==> src/rtl/jtframe_sdram_resp_pkg.sv <==
// Shared constants and types for the SDRAM responder: latency limits, default refresh
// timing and the refresh FSM states.
package jtframe_sdram_pkg;

    localparam int unsigned LAT_MIN         = 3;
    localparam int unsigned LAT_MAX         = 15;
    localparam int unsigned RFSH_PERIOD_DEF = 780;
    localparam int unsigned RFSH_CYC_DEF    = 4;
    localparam int unsigned AW_DEF          = 22;
    localparam int unsigned DW_DEF          = 32;

    typedef enum logic [1:0] {
        StIdle,
        StPend,
        StRun
    } rfsh_st_e;

endpackage

==> src/rtl/jtframe_sdram_resp_if.sv <==
// Mux-side SDRAM request bus: req/ack handshake, write payload and read completion.
interface jtframe_sdram_resp_if
    import jtframe_sdram_pkg::*;
#(
    parameter int unsigned AW = AW_DEF,
    parameter int unsigned DW = DW_DEF
);
    logic              sdram_req;
    logic [AW-1:0]     sdram_addr;
    logic              sdram_rnw;
    logic [DW-1:0]     data_write;
    logic [DW/8-1:0]   sdram_wrmask;
    logic              sdram_ack;
    logic              data_rdy;
    logic [DW-1:0]     data_read;

    modport master (
        output sdram_req, sdram_addr, sdram_rnw, data_write, sdram_wrmask,
        input  sdram_ack, data_rdy, data_read
    );

    modport slave (
        input  sdram_req, sdram_addr, sdram_rnw, data_write, sdram_wrmask,
        output sdram_ack, data_rdy, data_read
    );
endinterface

==> src/rtl/jtframe_sdram_dly.sv <==
// Valid/payload delay line of LATENCY stages; exposes the last two stages, where the
// memory strobe is issued and the access completes.
module jtframe_sdram_dly #(
    parameter int unsigned LATENCY = 5,
    parameter int unsigned W       = 8
) (
    input  logic         clk,
    input  logic         rstn,
    input  logic         in_valid,
    input  logic [W-1:0] in_data,
    output logic         mid_valid,
    output logic [W-1:0] mid_data,
    output logic         last_valid,
    output logic [W-1:0] last_data
);
    logic [LATENCY-1:0] vld_q;
    logic [W-1:0]       dat_q [LATENCY];

    always_ff @(posedge clk or negedge rstn) begin
        if (!rstn) begin
            vld_q <= '0;
            for (int i = 0; i < int'(LATENCY); i++) dat_q[i] <= '0;
        end else begin
            vld_q    <= {vld_q[LATENCY-2:0], in_valid};
            dat_q[0] <= in_data;
            for (int i = 1; i < int'(LATENCY); i++) dat_q[i] <= dat_q[i-1];
        end
    end

    assign mid_valid  = vld_q[LATENCY-2];
    assign mid_data   = dat_q[LATENCY-2];
    assign last_valid = vld_q[LATENCY-1];
    assign last_data  = dat_q[LATENCY-1];
endmodule

==> src/rtl/jtframe_sdram_resp.sv <==
// SDRAM responder for jtframe_sdram_mux: fixed-latency pipelined accesses to a one-cycle
// synchronous memory port, refresh blocking and bus-idle statistics.
module jtframe_sdram_resp
    import jtframe_sdram_pkg::*;
#(
    parameter int unsigned AW          = AW_DEF,
    parameter int unsigned DW          = DW_DEF,
    parameter int unsigned LATENCY     = 5,
    parameter int unsigned MAXOUT      = 2,
    parameter int unsigned RFSH_PERIOD = RFSH_PERIOD_DEF,
    parameter int unsigned RFSH_CYC    = RFSH_CYC_DEF
) (
    input  logic                 clk,
    input  logic                 rstn,
    jtframe_sdram_resp_if.slave  bus,
    input  logic                 refresh_en,
    input  logic                 hs,
    output logic [AW-1:0]        mem_addr,
    output logic                 mem_rd,
    output logic                 mem_we,
    output logic [DW/8-1:0]      mem_wmask,
    output logic [DW-1:0]        mem_din,
    input  logic [DW-1:0]        mem_dout,
    output logic                 busy,
    output logic [31:0]          idle_cnt,
    output logic [31:0]          total_cnt,
    output logic [15:0]          line_idle
);
    localparam int unsigned MW = DW / 8;
    localparam int unsigned PW = 1 + AW + DW + MW;

    logic          accept, ack_q, rfsh_run, expire, idle, hs_q, hs_fall;
    logic [3:0]    inflight_q;
    logic [15:0]   rfsh_cnt_q, run_cnt_q, run_cnt_d;
    logic          rearm_q, rearm_d;
    rfsh_st_e      st_q, st_d;
    logic [DW-1:0] rd_hold_q;
    logic [31:0]   idle_cnt_q, total_cnt_q;
    logic [15:0]   line_idle_q;

    logic          mid_v, last_v, mid_rnw, last_rnw, unused_last;
    logic [PW-1:0] in_p, mid_p, last_p;
    logic [AW-1:0] mid_addr;
    logic [DW-1:0] mid_dat;
    logic [MW-1:0] mid_msk;

    assign rfsh_run = (st_q == StRun);
    assign accept   = bus.sdram_req && !ack_q && (inflight_q < 4'(MAXOUT)) && !rfsh_run;
    assign in_p     = {bus.sdram_rnw, bus.sdram_addr, bus.data_write, bus.sdram_wrmask};

    jtframe_sdram_dly #(
        .LATENCY (LATENCY),
        .W       (PW)
    ) u_dly (
        .clk        (clk),
        .rstn       (rstn),
        .in_valid   (accept),
        .in_data    (in_p),
        .mid_valid  (mid_v),
        .mid_data   (mid_p),
        .last_valid (last_v),
        .last_data  (last_p)
    );

    assign mid_rnw     = mid_p[PW-1];
    assign mid_addr    = mid_p[PW-2 -: AW];
    assign mid_dat     = mid_p[MW +: DW];
    assign mid_msk     = mid_p[MW-1:0];
    assign last_rnw    = last_p[PW-1];
    assign unused_last = ^last_p[PW-2:0];

    // Strobe fields are zeroed outside a strobe so the port never shows stale payload
    assign mem_rd    = mid_v & mid_rnw;
    assign mem_we    = mid_v & ~mid_rnw;
    assign mem_addr  = mid_v  ? mid_addr : '0;
    assign mem_din   = mem_we ? mid_dat  : '0;
    assign mem_wmask = mem_we ? mid_msk  : '0;

    assign bus.sdram_ack = ack_q;
    assign bus.data_rdy  = last_v;
    assign bus.data_read = (last_v && last_rnw) ? mem_dout : rd_hold_q;

    assign busy    = (inflight_q != 4'd0) || rfsh_run;
    assign expire  = refresh_en && (rfsh_cnt_q == 16'(RFSH_PERIOD - 1));
    assign idle    = !busy && !bus.sdram_req;
    assign hs_fall = hs_q && !hs;

    always_comb begin
        st_d      = st_q;
        run_cnt_d = run_cnt_q;
        rearm_d   = rearm_q;
        unique case (st_q)
            StIdle: if (expire) st_d = StPend;
            StPend: begin
                // Refresh yields to a request accepted in the same cycle
                if (inflight_q == 4'd0 && !accept) begin
                    st_d      = StRun;
                    run_cnt_d = 16'd0;
                end
            end
            StRun: begin
                if (expire) rearm_d = 1'b1;
                if (run_cnt_q == 16'(RFSH_CYC - 1)) begin
                    st_d    = (rearm_q || expire) ? StPend : StIdle;
                    rearm_d = 1'b0;
                end else begin
                    run_cnt_d = run_cnt_q + 16'd1;
                end
            end
            default: st_d = StIdle;
        endcase
    end

    always_ff @(posedge clk or negedge rstn) begin
        if (!rstn) begin
            ack_q       <= 1'b0;
            inflight_q  <= 4'd0;
            st_q        <= StIdle;
            rfsh_cnt_q  <= 16'd0;
            run_cnt_q   <= 16'd0;
            rearm_q     <= 1'b0;
            rd_hold_q   <= '0;
            hs_q        <= 1'b0;
            idle_cnt_q  <= 32'd0;
            total_cnt_q <= 32'd0;
            line_idle_q <= 16'd0;
        end else begin
            ack_q     <= accept;
            st_q      <= st_d;
            run_cnt_q <= run_cnt_d;
            rearm_q   <= rearm_d;
            hs_q      <= hs;
            case ({accept, last_v})
                2'b10:   inflight_q <= inflight_q + 4'd1;
                2'b01:   inflight_q <= inflight_q - 4'd1;
                default: inflight_q <= inflight_q;
            endcase
            if (refresh_en) rfsh_cnt_q <= expire ? 16'd0 : rfsh_cnt_q + 16'd1;
            if (last_v && last_rnw) rd_hold_q <= mem_dout;
            total_cnt_q <= total_cnt_q + 32'd1;
            if (idle) idle_cnt_q <= idle_cnt_q + 32'd1;
            if (hs_fall) line_idle_q <= 16'd0;
            else if (idle && line_idle_q != 16'hFFFF) line_idle_q <= line_idle_q + 16'd1;
        end
    end

    assign idle_cnt  = idle_cnt_q;
    assign total_cnt = total_cnt_q;
    assign line_idle = line_idle_q;
endmodule

==> src/flat_wrapper.sv <==
// flat-port wrapper written by rule: the top's interface ports become plain ports
module jtframe_sdram_resp_flat import jtframe_sdram_pkg::*;
#(
    parameter int unsigned AW          = AW_DEF,
    parameter int unsigned DW          = DW_DEF,
    parameter int unsigned LATENCY     = 5,
    parameter int unsigned MAXOUT      = 2,
    parameter int unsigned RFSH_PERIOD = RFSH_PERIOD_DEF,
    parameter int unsigned RFSH_CYC    = RFSH_CYC_DEF
)
  (clk, rstn, refresh_en, hs, mem_addr, mem_rd, mem_we, mem_wmask, mem_din, mem_dout, busy, idle_cnt, total_cnt, line_idle, bus_sdram_req, bus_sdram_addr, bus_sdram_rnw, bus_data_write, bus_sdram_wrmask, bus_sdram_ack, bus_data_rdy, bus_data_read);
  jtframe_sdram_resp_if #(.AW(AW), .DW(DW)) bus_i ();
  input  logic clk;
  input  logic rstn;
  input  logic refresh_en;
  input  logic hs;
  output logic [AW-1:0] mem_addr;
  output logic mem_rd;
  output logic mem_we;
  output logic [DW/8-1:0] mem_wmask;
  output logic [DW-1:0] mem_din;
  input  logic [DW-1:0] mem_dout;
  output logic busy;
  output logic [31:0] idle_cnt;
  output logic [31:0] total_cnt;
  output logic [15:0] line_idle;
  input wire logic [$bits(bus_i.sdram_req)-1:0] bus_sdram_req;
  input wire logic [$bits(bus_i.sdram_addr)-1:0] bus_sdram_addr;
  input wire logic [$bits(bus_i.sdram_rnw)-1:0] bus_sdram_rnw;
  input wire logic [$bits(bus_i.data_write)-1:0] bus_data_write;
  input wire logic [$bits(bus_i.sdram_wrmask)-1:0] bus_sdram_wrmask;
  output wire logic [$bits(bus_i.sdram_ack)-1:0] bus_sdram_ack;
  output wire logic [$bits(bus_i.data_rdy)-1:0] bus_data_rdy;
  output wire logic [$bits(bus_i.data_read)-1:0] bus_data_read;
  assign bus_i.sdram_req = bus_sdram_req;
  assign bus_i.sdram_addr = bus_sdram_addr;
  assign bus_i.sdram_rnw = bus_sdram_rnw;
  assign bus_i.data_write = bus_data_write;
  assign bus_i.sdram_wrmask = bus_sdram_wrmask;
  assign bus_sdram_ack = bus_i.sdram_ack;
  assign bus_data_rdy = bus_i.data_rdy;
  assign bus_data_read = bus_i.data_read;
  jtframe_sdram_resp #(.AW(AW), .DW(DW), .LATENCY(LATENCY), .MAXOUT(MAXOUT), .RFSH_PERIOD(RFSH_PERIOD), .RFSH_CYC(RFSH_CYC)) u_core (.clk(clk), .rstn(rstn), .bus(bus_i), .refresh_en(refresh_en), .hs(hs), .mem_addr(mem_addr), .mem_rd(mem_rd), .mem_we(mem_we), .mem_wmask(mem_wmask), .mem_din(mem_din), .mem_dout(mem_dout), .busy(busy), .idle_cnt(idle_cnt), .total_cnt(total_cnt), .line_idle(line_idle));
endmodule
==> config.mk <==
export PLATFORM = sky130hd
export DESIGN_NAME = jtframe_sdram_resp_flat
export DESIGN_NICKNAME = d
export VERILOG_FILES = /design/src/rtl/jtframe_sdram_resp_pkg.sv /design/src/rtl/jtframe_sdram_resp_if.sv /design/src/rtl/jtframe_sdram_dly.sv /design/src/rtl/jtframe_sdram_resp.sv /design/src/flat_wrapper.sv
export SDC_FILE = /design/constraint.sdc
export NUM_CORES = 1
export LEC_CHECK = 0
export BUFFER_PORTS_ARGS = -buffer_cell sky130_fd_sc_hd__buf_2
export CORE_UTILIZATION = 35
export DETAILED_ROUTE_END_ITERATION = 8
export GPL_TIMING_DRIVEN = 0
export SLEW_MARGIN = 20
export SYNTH_ARGS = -nofsm -noshare
export SYNTH_HDL_FRONTEND = slang
export SYNTH_SLANG_ARGS = --single-unit
==> constraint.sdc <==
create_clock -name clk -period 2.8 [get_ports clk]
set_input_delay 0.28 -clock clk [delete_from_list [all_inputs] [get_ports clk]]
set_output_delay 0.28 -clock clk [all_outputs]
set_load 0.02 [all_outputs]
==> results of run 1 <==
## sequential cells by signal, summed over array words and instances, names as in the netlist, 4 cells and up
name	count
u_core.u_dly.vld_q	5
u_core.line_idle	16
u_core.rd_hold_q	32
u_core.run_cnt_q	16
u_core.u_dly.dat_q	177
u_core.idle_cnt	32
u_core.total_cnt	32
u_core.inflight_q	4
u_core.u_dly.mid_data	59
u_core.rfsh_cnt_q	16
## report_power, final
group / internal [mW] / switching, mW / leakage, nW
Clock: 3.49 / 2.17 / 0.703
Combinational: 0.840 / 1.22 / 3.08
Sequential: 6.23 / 0.286 / 4.75
## worst max-delay path by stage
stage,from,to,slack [ns],depth (start not counted)
2_1_floorplan,u_core.inflight_q[2],u_core.idle_cnt[31],0.67,6
3_3_place_gp,rstn,u_core.rd_hold_q[3],-6.19,1
3_5_place_dp,u_core.inflight_q[2],u_core.run_cnt_q[4],0.24,5
4_1_cts,u_core.u_dly.vld_q[3],mem_din[27],0.04,5
5_1_grt,u_core.u_dly.vld_q[4],bus_data_read[5],0.02,4
6_report,u_core.u_dly.vld_q[4],bus_data_read[5],0.25,4
## per-stage QoR
step	instance area, um^2	util	TNS, ns	setup slack (ns)
2_1_floorplan	13300	-	0	0.669
6_report	17800	0.474	0	0.250
3_5_place_dp	15400	0.411	0	0.244
4_1_cts	17800	0.474	0	0.0438
3_3_place_gp	15300	0.407	-2423.33	-6.19
5_1_grt	17800	0.474	0	0.0196
## cell families after synthesis
family                   Yosys count  synth area share
AND/OR/NAND/NOR                  314             0.130
multiplexers                      37            0.0311
buffers and inverters             27           0.00780
AO/OA/AOI/OAI                     30            0.0146
XOR/XNOR                         103            0.0678
flip-flops                       394             0.741
adder cells (fa/ha/maj)            8           0.00752
## placed cells by master (no fill, tap or decap), drive strengths merged, types with 4 or more instances in the layout
cell type / n
a21oi: 9
and2: 62
and3: 18
and4: 6
buf: 281
bufinv: 5
clkbuf: 68
clkinv: 7
dfrtp: 394
dlygate4sd3: 94
ha: 8
inv: 11
mux2: 35
nand2: 46
nand3: 35
nand4: 30
nor2: 58
nor2b: 5
nor3: 21
nor4: 10
nor4b: 4
o211ai: 5
o21ai: 7
xnor2: 50
xor2: 53
## worst register-to-register path, delay by kind of cell, from the launching register on
kind | cells | cell delay [ns]
flip-flops | 1 | 0.43
AND/OR/NAND/NOR | 3 | 1.29
buffers and inverters | 2 | 0.64
## metal layers
metal  vias up  share of wire  track usage
li1       3884              -            -
met1      4125           0.43        0.183
met2       248           0.47        0.235
met3        47          0.080       0.0565
met4         0          0.020       0.0396
met5         -              0            0
## area by class of cell
type                       count  share of cell area
inverter                      10             0.00211
tap                          511              0.0359
multi-input combinational    492               0.188
antenna                        2            0.000281
clock buffer                  57              0.0684
timing repair buffer         369               0.137
clock inverter                14              0.0115
sequential                   394               0.553
buffer                        17             0.00379
## what timing repair did
item,4_1_cts,5_1_grt
setup buffers,0,0
hold buffers,94,0
endpoints found under the hold margin,193,0
resized for setup,0,2
endpoints found under the setup margin,0,13
==> results.py, run 1 <==
metrics = {
    "routing": {
        "vias_per_cell": 4.45,
        "post_route_antenna_net_violation_count": 0,
        "detail_route.drc_violations": 0,
        "drtPass1Iterations": 6,
        "post_drt_wl_per_cell_um": 14.7,
        "drt_first_iter_violations": 268,
        "routed_wirelength_um": 27400,
        "detailroute.via_count": 8304,
    },
    "synthesis": {
        "mappedNetlistArea_mm2": 0.0133,
        "syn-num-nets": 1017,
        "synthDominantCellAreaShare": 0.741,
        "yosys_warnings": 0,
        "synth_common_cells": "sky130_fd_sc_hd__dfrtp_1 (394), sky130_fd_sc_hd__and2_1 (62), sky130_fd_sc_hd__nor2_1 (58), sky130_fd_sc_hd__xor2_1 (53), sky130_fd_sc_hd__xnor2_1 (50)",
        "synth_edf_count": 0,
        "yosys-top-cells-area": "sky130_fd_sc_hd__dfrtp_1 (74%), sky130_fd_sc_hd__xor2_1 (3.5%), sky130_fd_sc_hd__xnor2_1 (3.3%)",
        "synthDominantAreaCellType": "sky130_fd_sc_hd__dfrtp_1",
        "proportion_of_synthesized_chip_area_in_sequential_cells": 0.741,
        "synth.ff_latch_count": 394,
        "synth_area_per_cell_um2": 14.6,
        "synth_flop_cell": "sky130_fd_sc_hd__dfrtp_1",
        "yosys.cell_count.top_type": "sky130_fd_sc_hd__dfrtp_1",
        "yosysUniqueCellTypes": 44,
        "syn-instance-count": 913,
        "postSynth.asyncResetShare": 1.00,
    },
    "power": {
        "ir_drop_mv": 0.527,
        "leakagePower_nw": 8.53,
        "design_power_total_mw": 14.2,
        "power_density_mw_per_mm2": 799,
    },
    "timing": {
        "timing.final.max_slew_violations": 0,
        "rsz0062_at_grt": "false",
        "post_route_clock_period_utilization": 0.911,
        "achievable-frequency_mhz": 392,
        "hold_slack_ns": 0.124,
        "worst_clock_skew_ns": 0.0103,
        "final-setup-viol-count": 0,
        "tightestPinTransition_ns": 0.846,
        "hold_violations": 0,
        "finalWorstPathRequiredPeriod_ns": 2.55,
        "max_slew_margin": 0.431,
    },
    "setup_path": {
        "ff2ff_setup_slack_ns": 0.30,
        "crit_path_capture_type": "primary output",
        "largest_stage_delay_worst_path_ns": 0.47,
        "cp-start-kind": "flip-flop",
        "crit_path_cell_trace": "nand2_1, buf_1, mux2_2, buf_2",
        "worstPathArrival_ns": 2.27,
        "r2r.worst_path.cells": 5,
        "critical_path.reg2reg.endpoint": "u_core.run_cnt_q[4]",
        "crit_fanout": 10,
        "worstPathBufferInverterCount": 2,
        "timing_worst_setup_path_type": "reg2out",
        "critPathSlowestCell": "sky130_fd_sc_hd__buf_1",
        "rr_startpoint": "u_core.inflight_q[2]",
        "dominant_delay_contributor_by_cell_family_on_the_critical_path": "buffers and inverters",
        "critPathRequiredTime_ns": 2.52,
    },
    "cells_and_area": {
        "area_growth_syn_to_layout_pct": 33.9,
        "drive_above_1_share": 0.287,
        "final_nets": 1430,
        "fill_cells": 3318,
        "multi_input_area_mm2": 0.00334,
        "register_area_mm2": 0.00986,
        "post_layout_nonfiller_instances": 1866,
    },
    "cts": {
        "htreeDepth": 2,
        "clk-insertion-delay-late_ns": 0.54,
        "tritoncts_clock_tree": "built",
        "clock_path_buffers": 3,
        "path_clk_slew_ns": 0.06,
        "clock-root-buffer": "sky130_fd_sc_hd__clkbuf_16",
        "cts_sinks": 394,
        "cts_buffers": 42,
    },
    "global_routing": {
        "overflow": 0,
        "antenna_found_initial": 2,
        "grt_max_degree": 90,
        "grt_pass1_vias": 8700,
        "first_pass_grt_wire_length_um": 45000,
        "overall_routing_resource_usage": 0.146,
    },
    "place": {
        "dpl.hpwl_um": 17800,
        "globalplace.congestion": 0.792,
        "dpl.cell_count": 1699,
        "i_o_buffers": 270,
    },
    "die": {
        "height_of_the_chip_um": 197,
        "core_mm2": 0.0376,
        "initial_cell_density_of_the_core": 0.354,
        "chipWidth_um": 197,
        "number_of_rows_in_the_core_area": 71,
        "io-pin-count": 271,
        "die_area_mm2": 0.0388,
    },
    "hold_path": {
        "timing.hold.worst.class": "in2async",
    },
    "status": {
        "outcome": "finished clean",
    },
    "flow_run": {
        "drv.max_cap_violation_count": 0,
    },
}
(Power assumes the default switching activity.)
==> inputs of run 2 (changes only) <==
--- a/config.mk
+++ b/config.mk
@@ -8,7 +8,7 @@
 export BUFFER_PORTS_ARGS = -buffer_cell sky130_fd_sc_hd__buf_2
 export CORE_UTILIZATION = 35
 export DETAILED_ROUTE_END_ITERATION = 8
-export GPL_TIMING_DRIVEN = 0
+export RECOVER_POWER = 100
 export SLEW_MARGIN = 20
 export SYNTH_ARGS = -nofsm -noshare
 export SYNTH_HDL_FRONTEND = slang
==> run 2 against run 1 <==
Compared with the run above: the flow now finishes with violations (max-capacitance violations, max-slew violations); setup slack worse by 0.067 ns; largest cell class unchanged; first-iteration DRC count down 1.9%; clock-buffer cell count up 3; register-to-register slack worse by 0.12 ns; highest routed layer is now met5; non-clock buffer count down 1; die area unchanged; fmax down 2.6%; clock skew up 0.0034 ns; sequential share of layout area up 1.0 points; critical path type is now reg2reg; flip-flop and latch count unchanged.
==> results.py, run 2 (synthesis results as in run 1) <==
metrics = {
    "cells_and_area": {
        "area_growth_syn_to_layout_pct": 31.4,
        "layout.cells.most_common_list": "sky130_fd_sc_hd__dfrtp_1 (394), sky130_fd_sc_hd__clkbuf_1 (151), sky130_fd_sc_hd__buf_2 (130), sky130_fd_sc_hd__dlygate4sd3_1 (94), sky130_fd_sc_hd__nor2_1 (58)",
        "number_of_flip_flops_in_the_largest_register": 177,
        "regMostFlops": "u_core.u_dly.dat_q",
        "final_common_cell": "sky130_fd_sc_hd__dfrtp_1",
        "fill_cells": 3412,
        "fin_util": 0.465,
        "post_layout_nonfiller_instances": 1867,
        "final_nets": 1428,
        "multi_input_area_mm2": 0.00331,
        "drive_above_1_share": 0.177,
        "register_area_mm2": 0.00986,
    },
    "cts": {
        "tritoncts_clock_tree": "built",
        "path_clk_slew_ns": 0.06,
        "cts_sinks": 394,
        "htreeDepth": 2,
        "cts.repair.resized": 0,
        "clock-root-buffer": "sky130_fd_sc_hd__clkbuf_16",
        "clk-insertion-delay-late_ns": 0.54,
        "clock_path_buffers": 3,
        "cts_buffers": 41,
    },
    "timing": {
        "rsz0062_at_grt": "false",
        "worst_clock_skew_ns": 0.0137,
        "timing.final.max_slew_violations": 86,
        "worst_slack_ns": 0.183,
        "post_route_clock_period_utilization": 0.935,
        "final-setup-viol-count": 0,
        "hold_violations": 0,
        "achievable-frequency_mhz": 382,
        "tightestPinTransition_ns": 2.06,
        "finalWorstPathRequiredPeriod_ns": 2.62,
        "setup_tns_ns": 0,
        "max_slew_margin": -0.375,
    },
    "die": {
        "number_of_rows_in_the_core_area": 71,
        "core_mm2": 0.0376,
        "die_area_mm2": 0.0388,
        "chipWidth_um": 197,
        "height_of_the_chip_um": 197,
        "io-pin-count": 271,
        "initial_cell_density_of_the_core": 0.354,
    },
    "place": {
        "dpl.hpwl_um": 17800,
        "placement.setup.worst_slack_ns": 0.362,
        "i_o_buffers": 270,
        "globalplace.congestion": 0.804,
        "dpl.cell_count": 1698,
    },
    "setup_path": {
        "cp-start-kind": "flip-flop",
        "critPathRequiredTime_ns": 3.27,
        "worstPathArrival_ns": 3.09,
        "timing_worst_setup_path_type": "reg2reg",
        "crit_path_capture_type": "flip-flop",
        "crit_fanout": 7,
    },
    "power": {
        "ir_drop_mv": 0.580,
        "power_density_mw_per_mm2": 789,
        "design_power_total_mw": 13.8,
        "leakagePower_nw": 7.91,
    },
    "routing": {
        "drtPass1Iterations": 4,
        "post_route_antenna_net_violation_count": 0,
        "vias_per_cell": 4.46,
        "post_drt_wl_per_cell_um": 14.8,
        "routed_wirelength_um": 27600,
        "drt_first_iter_violations": 263,
        "detailroute.via_count": 8319,
        "detail_route.drc_violations": 0,
    },
    "global_routing": {
        "grt_pass1_vias": 8762,
        "overflow": 0,
        "first_pass_grt_wire_length_um": 45200,
        "antenna_found_initial": 2,
        "grt_max_degree": 88,
        "overall_routing_resource_usage": 0.147,
    },
    "status": {
        "violations_in_the_final_reports": "max-capacitance violations, max-slew violations",
        "outcome": "complete, but fails checks",
    },
    "hold_path": {
        "timing.hold.worst.class": "in2reg",
    },
    "flow_run": {
        "drv.max_cap_violation_count": 1,
    },
}
-- run 2: cell count changes in the layout (fill, tap and decap cells not counted), moves of 5 or more --
cell | previous run | this run
sky130_fd_sc_hd__mux2_2 | 35 | 19
sky130_fd_sc_hd__clkbuf_1 | 15 | 151
sky130_fd_sc_hd__buf_16 | 5 | 0
sky130_fd_sc_hd__mux2_1 | 0 | 16
sky130_fd_sc_hd__buf_4 | 0 | 8
sky130_fd_sc_hd__and2_0 | 0 | 39
sky130_fd_sc_hd__buf_2 | 271 | 130
sky130_fd_sc_hd__and2_1 | 62 | 23
sky130_fd_sc_hd__clkbuf_8 | 9 | 14
-- run 2: what timing repair did --
item                                   4_1_cts  5_1_grt
endpoints found under the hold margin      169        0
hold buffers                                94        0
buffers inserted                             0        0
-- run 2: worst paths after layout --
kind / depth (start not counted) / startpoint / end / slack (ns)
worst min register to register: 0 / u_core.u_dly.dat_q[143] / u_core.u_dly.mid_data[25] / 0.34
max in group asynchronous: 3 / rstn / u_core.u_dly.mid_data[51] / 0.55
min in group asynchronous: 2 / rstn / u_core.total_cnt[17] / 0.89
worst max register to register: 5 / u_core.inflight_q[2] / u_core.line_idle[15] / 0.18
worst min-delay path: 4 / bus_sdram_req / u_core.u_dly.vld_q[0] / 0.28
worst max-delay path: 5 / u_core.inflight_q[2] / u_core.line_idle[15] / 0.18
-- run 2: routing by layer --
metal	vias up	part of all wire	track usage
met5	-	0.00036	0
li1	3902	-	-
met3	59	0.067	0.0438
met1	4123	0.44	0.189
met2	233	0.46	0.233
met4	2	0.027	0.0568
-- run 2: final cells by class --
| class | instances | share of cell area |
|---|---|---|
| Multi-Input combinational cell | 492 | 0.189 |
| Timing Repair Buffer | 385 | 0.130 |
| Clock inverter | 14 | 0.00680 |
| Inverter | 10 | 0.00215 |
| Antenna cell | 1 | 0.000143 |
| Sequential cell | 394 | 0.564 |
| Clock buffer | 60 | 0.0708 |
| Tap cell | 511 | 0.0366 |
-- run 2: power by group --
group	total, mW	leakage [nW]	internal (mW)	switching, mW
Sequential	6.52	4.75	6.23	0.288
Combinational	1.94	2.50	0.703	1.24
Clock	5.34	0.660	3.17	2.18
Total	13.8	7.91	10.1	3.70
-- run 2: worst max-delay path, stage by stage, from the launching register on --
cell and delay [ns]:
sky130_fd_sc_hd__dfrtp_1 0.44, sky130_fd_sc_hd__or4_1 0.71, sky130_fd_sc_hd__nor4_2 0.57, sky130_fd_sc_hd__o21ai_0 0.23
sky130_fd_sc_hd__or4_1 0.44, sky130_fd_sc_hd__a21oi_1 0.15
-- run 2: stage by stage --
| stage | hold slack, ns | instance area [um^2] |
|---|---|---|
| 2_1_floorplan | -0.0156 | 13300 |
| 3_3_place_gp | 0.331 | 15500 |
| 3_5_place_dp | 0.335 | 15500 |
| 4_1_cts | 0.236 | 17700 |
| 5_1_grt | 0.274 | 17500 |
| 6_report | 0.283 | 17500 |
==> inputs of run 3 (changes only) <==
--- a/config.mk
+++ b/config.mk
@@ -6,8 +6,12 @@
 export NUM_CORES = 1
 export LEC_CHECK = 0
 export BUFFER_PORTS_ARGS = -buffer_cell sky130_fd_sc_hd__buf_2
+export CELL_PAD_IN_SITES_DETAIL_PLACEMENT = 0
+export CELL_PAD_IN_SITES_GLOBAL_PLACEMENT = 1
 export CORE_UTILIZATION = 35
 export DETAILED_ROUTE_END_ITERATION = 8
+export GPL_TIMING_DRIVEN = 0
+export PLACE_DENSITY_LB_ADDON = 0.1
 export RECOVER_POWER = 100
 export SLEW_MARGIN = 20
 export SYNTH_ARGS = -nofsm -noshare
==> run 3 against run 2 <==
Compared with the run above: sequential share of layout area fell by 0.50 points; the flow still finishes with violations (max-capacitance violations, max-slew violations); critical endpoint is now bus_data_read[15]; critical path type is now reg2out; first-iteration DRC count rose by 9.9%; wire length fell by 1.1%; power up 2.6%; non-clock buffer count rose by 1; worst hold slack worse by 0.088 ns; flip-flop and latch count unchanged; die area stayed put.
==> results.py, run 3 (synthesis results as in run 1) <==
metrics = {
    "status": {
        "outcome": "complete, but fails checks",
        "violations_in_the_final_reports": "max-capacitance violations, max-slew violations",
    },
    "cells_and_area": {
        "final_nets": 1431,
        "drive_above_1_share": 0.190,
        "fill_cells": 3489,
        "regMostFlops": "u_core.u_dly.dat_q",
        "multi_input_area_mm2": 0.00334,
        "number_of_flip_flops_in_the_largest_register": 177,
        "post_layout_nonfiller_instances": 1873,
        "register_area_mm2": 0.00986,
        "layout.cells.most_common_list": "sky130_fd_sc_hd__dfrtp_1 (394), sky130_fd_sc_hd__clkbuf_1 (131), sky130_fd_sc_hd__buf_2 (112), sky130_fd_sc_hd__dlygate4sd3_1 (94), sky130_fd_sc_hd__nor2_1 (58)",
        "final_common_cell": "sky130_fd_sc_hd__dfrtp_1",
        "area_growth_syn_to_layout_pct": 32.6,
    },
    "global_routing": {
        "overall_routing_resource_usage": 0.144,
        "antenna_found_initial": 1,
        "grt_pass1_vias": 8257,
        "first_pass_grt_wire_length_um": 44200,
        "overflow": 0,
        "grt_max_degree": 95,
    },
    "power": {
        "power.share.clock": 0.402,
        "ir_drop_mv": 0.550,
        "internal_power_consumption_mw": 10.3,
        "power_density_mw_per_mm2": 803,
        "sequentialPowerShare": 0.460,
        "power.combinational.fraction": 0.137,
        "leakagePower_nw": 8.03,
        "design_power_total_mw": 14.2,
        "switching_share": 0.270,
        "total_switching_power_mw": 3.82,
    },
    "timing": {
        "timing.final.max_slew_violations": 81,
        "finalWorstPathRequiredPeriod_ns": 2.62,
        "tightestPinTransition_ns": 1.88,
        "worst_clock_skew_ns": 0.0116,
        "setup_tns_ns": 0,
        "final-setup-viol-count": 0,
        "achievable-frequency_mhz": 382,
        "post_route_clock_period_utilization": 0.935,
        "max_slew_margin": -0.254,
        "rsz0062_at_grt": "false",
        "hold_violations": 0,
    },
    "setup_path": {
        "crit_path_cell_trace": "nand2_1, clkbuf_1, mux2_1, clkbuf_2",
        "critPathRequiredTime_ns": 2.52,
        "largest_stage_delay_worst_path_ns": 0.53,
        "cp-start-kind": "flip-flop",
        "critPathSlowestCell": "sky130_fd_sc_hd__clkbuf_1",
        "timing_worst_setup_path_type": "reg2out",
        "crit_path_capture_type": "primary output",
        "crit_fanout": 10,
        "worstPathArrival_ns": 2.34,
    },
    "place": {
        "i_o_buffers": 270,
        "globalplace.congestion": 0.754,
        "dpl.cell_count": 1699,
        "dpl.hpwl_um": 18000,
    },
    "cts": {
        "cts_sinks": 394,
        "cts_setup_buffers": 0,
        "clock_path_buffers": 3,
        "cts_buffers": 43,
        "clk-insertion-delay-late_ns": 0.56,
        "htreeDepth": 2,
        "tritoncts_clock_tree": "built",
        "clock-root-buffer": "sky130_fd_sc_hd__clkbuf_16",
        "path_clk_slew_ns": 0.06,
    },
    "routing": {
        "post_route_antenna_net_violation_count": 0,
        "post_drt_wl_per_cell_um": 14.6,
        "vias_per_cell": 4.38,
        "detailroute.via_count": 8200,
        "drtPass1Iterations": 4,
        "detail_route.drc_violations": 0,
        "routed_wirelength_um": 27300,
        "drt_first_iter_violations": 289,
    },
    "flow_run": {
        "drv.max_cap_violation_count": 1,
    },
    "die": {
        "io-pin-count": 271,
        "height_of_the_chip_um": 197,
        "core_mm2": 0.0376,
        "chipWidth_um": 197,
        "initial_cell_density_of_the_core": 0.354,
        "die_area_mm2": 0.0388,
        "number_of_rows_in_the_core_area": 71,
    },
    "hold_path": {
        "timing.hold.worst.class": "in2async",
    },
}
run 3: cell types whose count changed in the layout (fill, tap and decap cells not counted), sizes merged:
cell	delta
inv	-2
buf	-26
bufinv	+1
clkinv	+7
clkinvlp	-1
clkbuf	+27
run 3: path summary, 6_finish.rpt:
path | start | endpoint | slack, ns | cells after the start
setup / recovery | u_core.u_dly.vld_q[4] | bus_data_read[15] | 0.18 | 4
min in group clk | bus_sdram_req | u_core.idle_cnt[0] | 0.22 | 3
max in group asynchronous | rstn | u_core.u_dly.dat_q[191] | 0.49 | 3
hold / removal | rstn | u_core.rd_hold_q[2] | 0.19 | 2
setup reg to reg | u_core.inflight_q[2] | u_core.line_idle[15] | 0.28 | 6
hold reg to reg | u_core.u_dly.dat_q[175] | u_core.u_dly.mid_data[57] | 0.34 | 0
run 3: repair_timing:
item / 4_1_cts / 5_1_grt
hold buffers: 94 / 0
setup endpoints to repair: 1 / 8
endpoints found under the hold margin: 272 / 0
resized for setup: 1 / 1
pin swaps: 0 / 0
run 3: layer usage:
layer	up-vias	share of wire	track usage
li1	3899	-	-
met1	4044	0.45	0.193
met2	212	0.46	0.221
met3	45	0.067	0.0419
met4	0	0.022	0.0540
met5	-	0	0
run 3: cell type report:
type / count / share of cell area
diodes: 1 / 0.000142
clock inverters: 19 / 0.0115
flip-flops and latches: 394 / 0.559
plain buffers: 17 / 0.00376
inverters: 10 / 0.00213
clock buffers: 60 / 0.0720
well taps: 511 / 0.0362
multi-input cells: 492 / 0.189
repair buffers: 369 / 0.126
run 3: power by group through the flow:
| stage | combinational (mW) | clock [mW] | sequential [mW] |
|---|---|---|---|
| after floorplan | 1.18 | 0 | 6.58 |
| after global placement | 1.94 | 0 | 6.61 |
| after detailed placement | 1.98 | 0 | 6.62 |
| after CTS | 2.09 | 5.92 | 6.52 |
| after global routing | 2.14 | 6.14 | 6.58 |
| final | 1.95 | 5.70 | 6.52 |
run 3: worst max-delay path: cells and delay by family, from the launching register on:
kind                   cells  cell delay (ns)
buffers and inverters      2             0.70
flip-flops                 1             0.44
multiplexers               1             0.42
AND/OR/NAND/NOR            1             0.21
run 3: stage by stage:
stage / utilization / instance area [um^2] / worst slack, ns / hold WS, ns
finish: 0.469 / 17600 / 0.182 / 0.195
global route: 0.469 / 17600 / 0.0237 / 0.204
CTS: 0.475 / 17900 / 0.0996 / 0.168
detailed placement: 0.411 / 15400 / 0.168 / 0.186
global placement: 0.407 / 15300 / -6.43 / 0.331
floorplan: - / 13300 / 0.669 / -0.0156
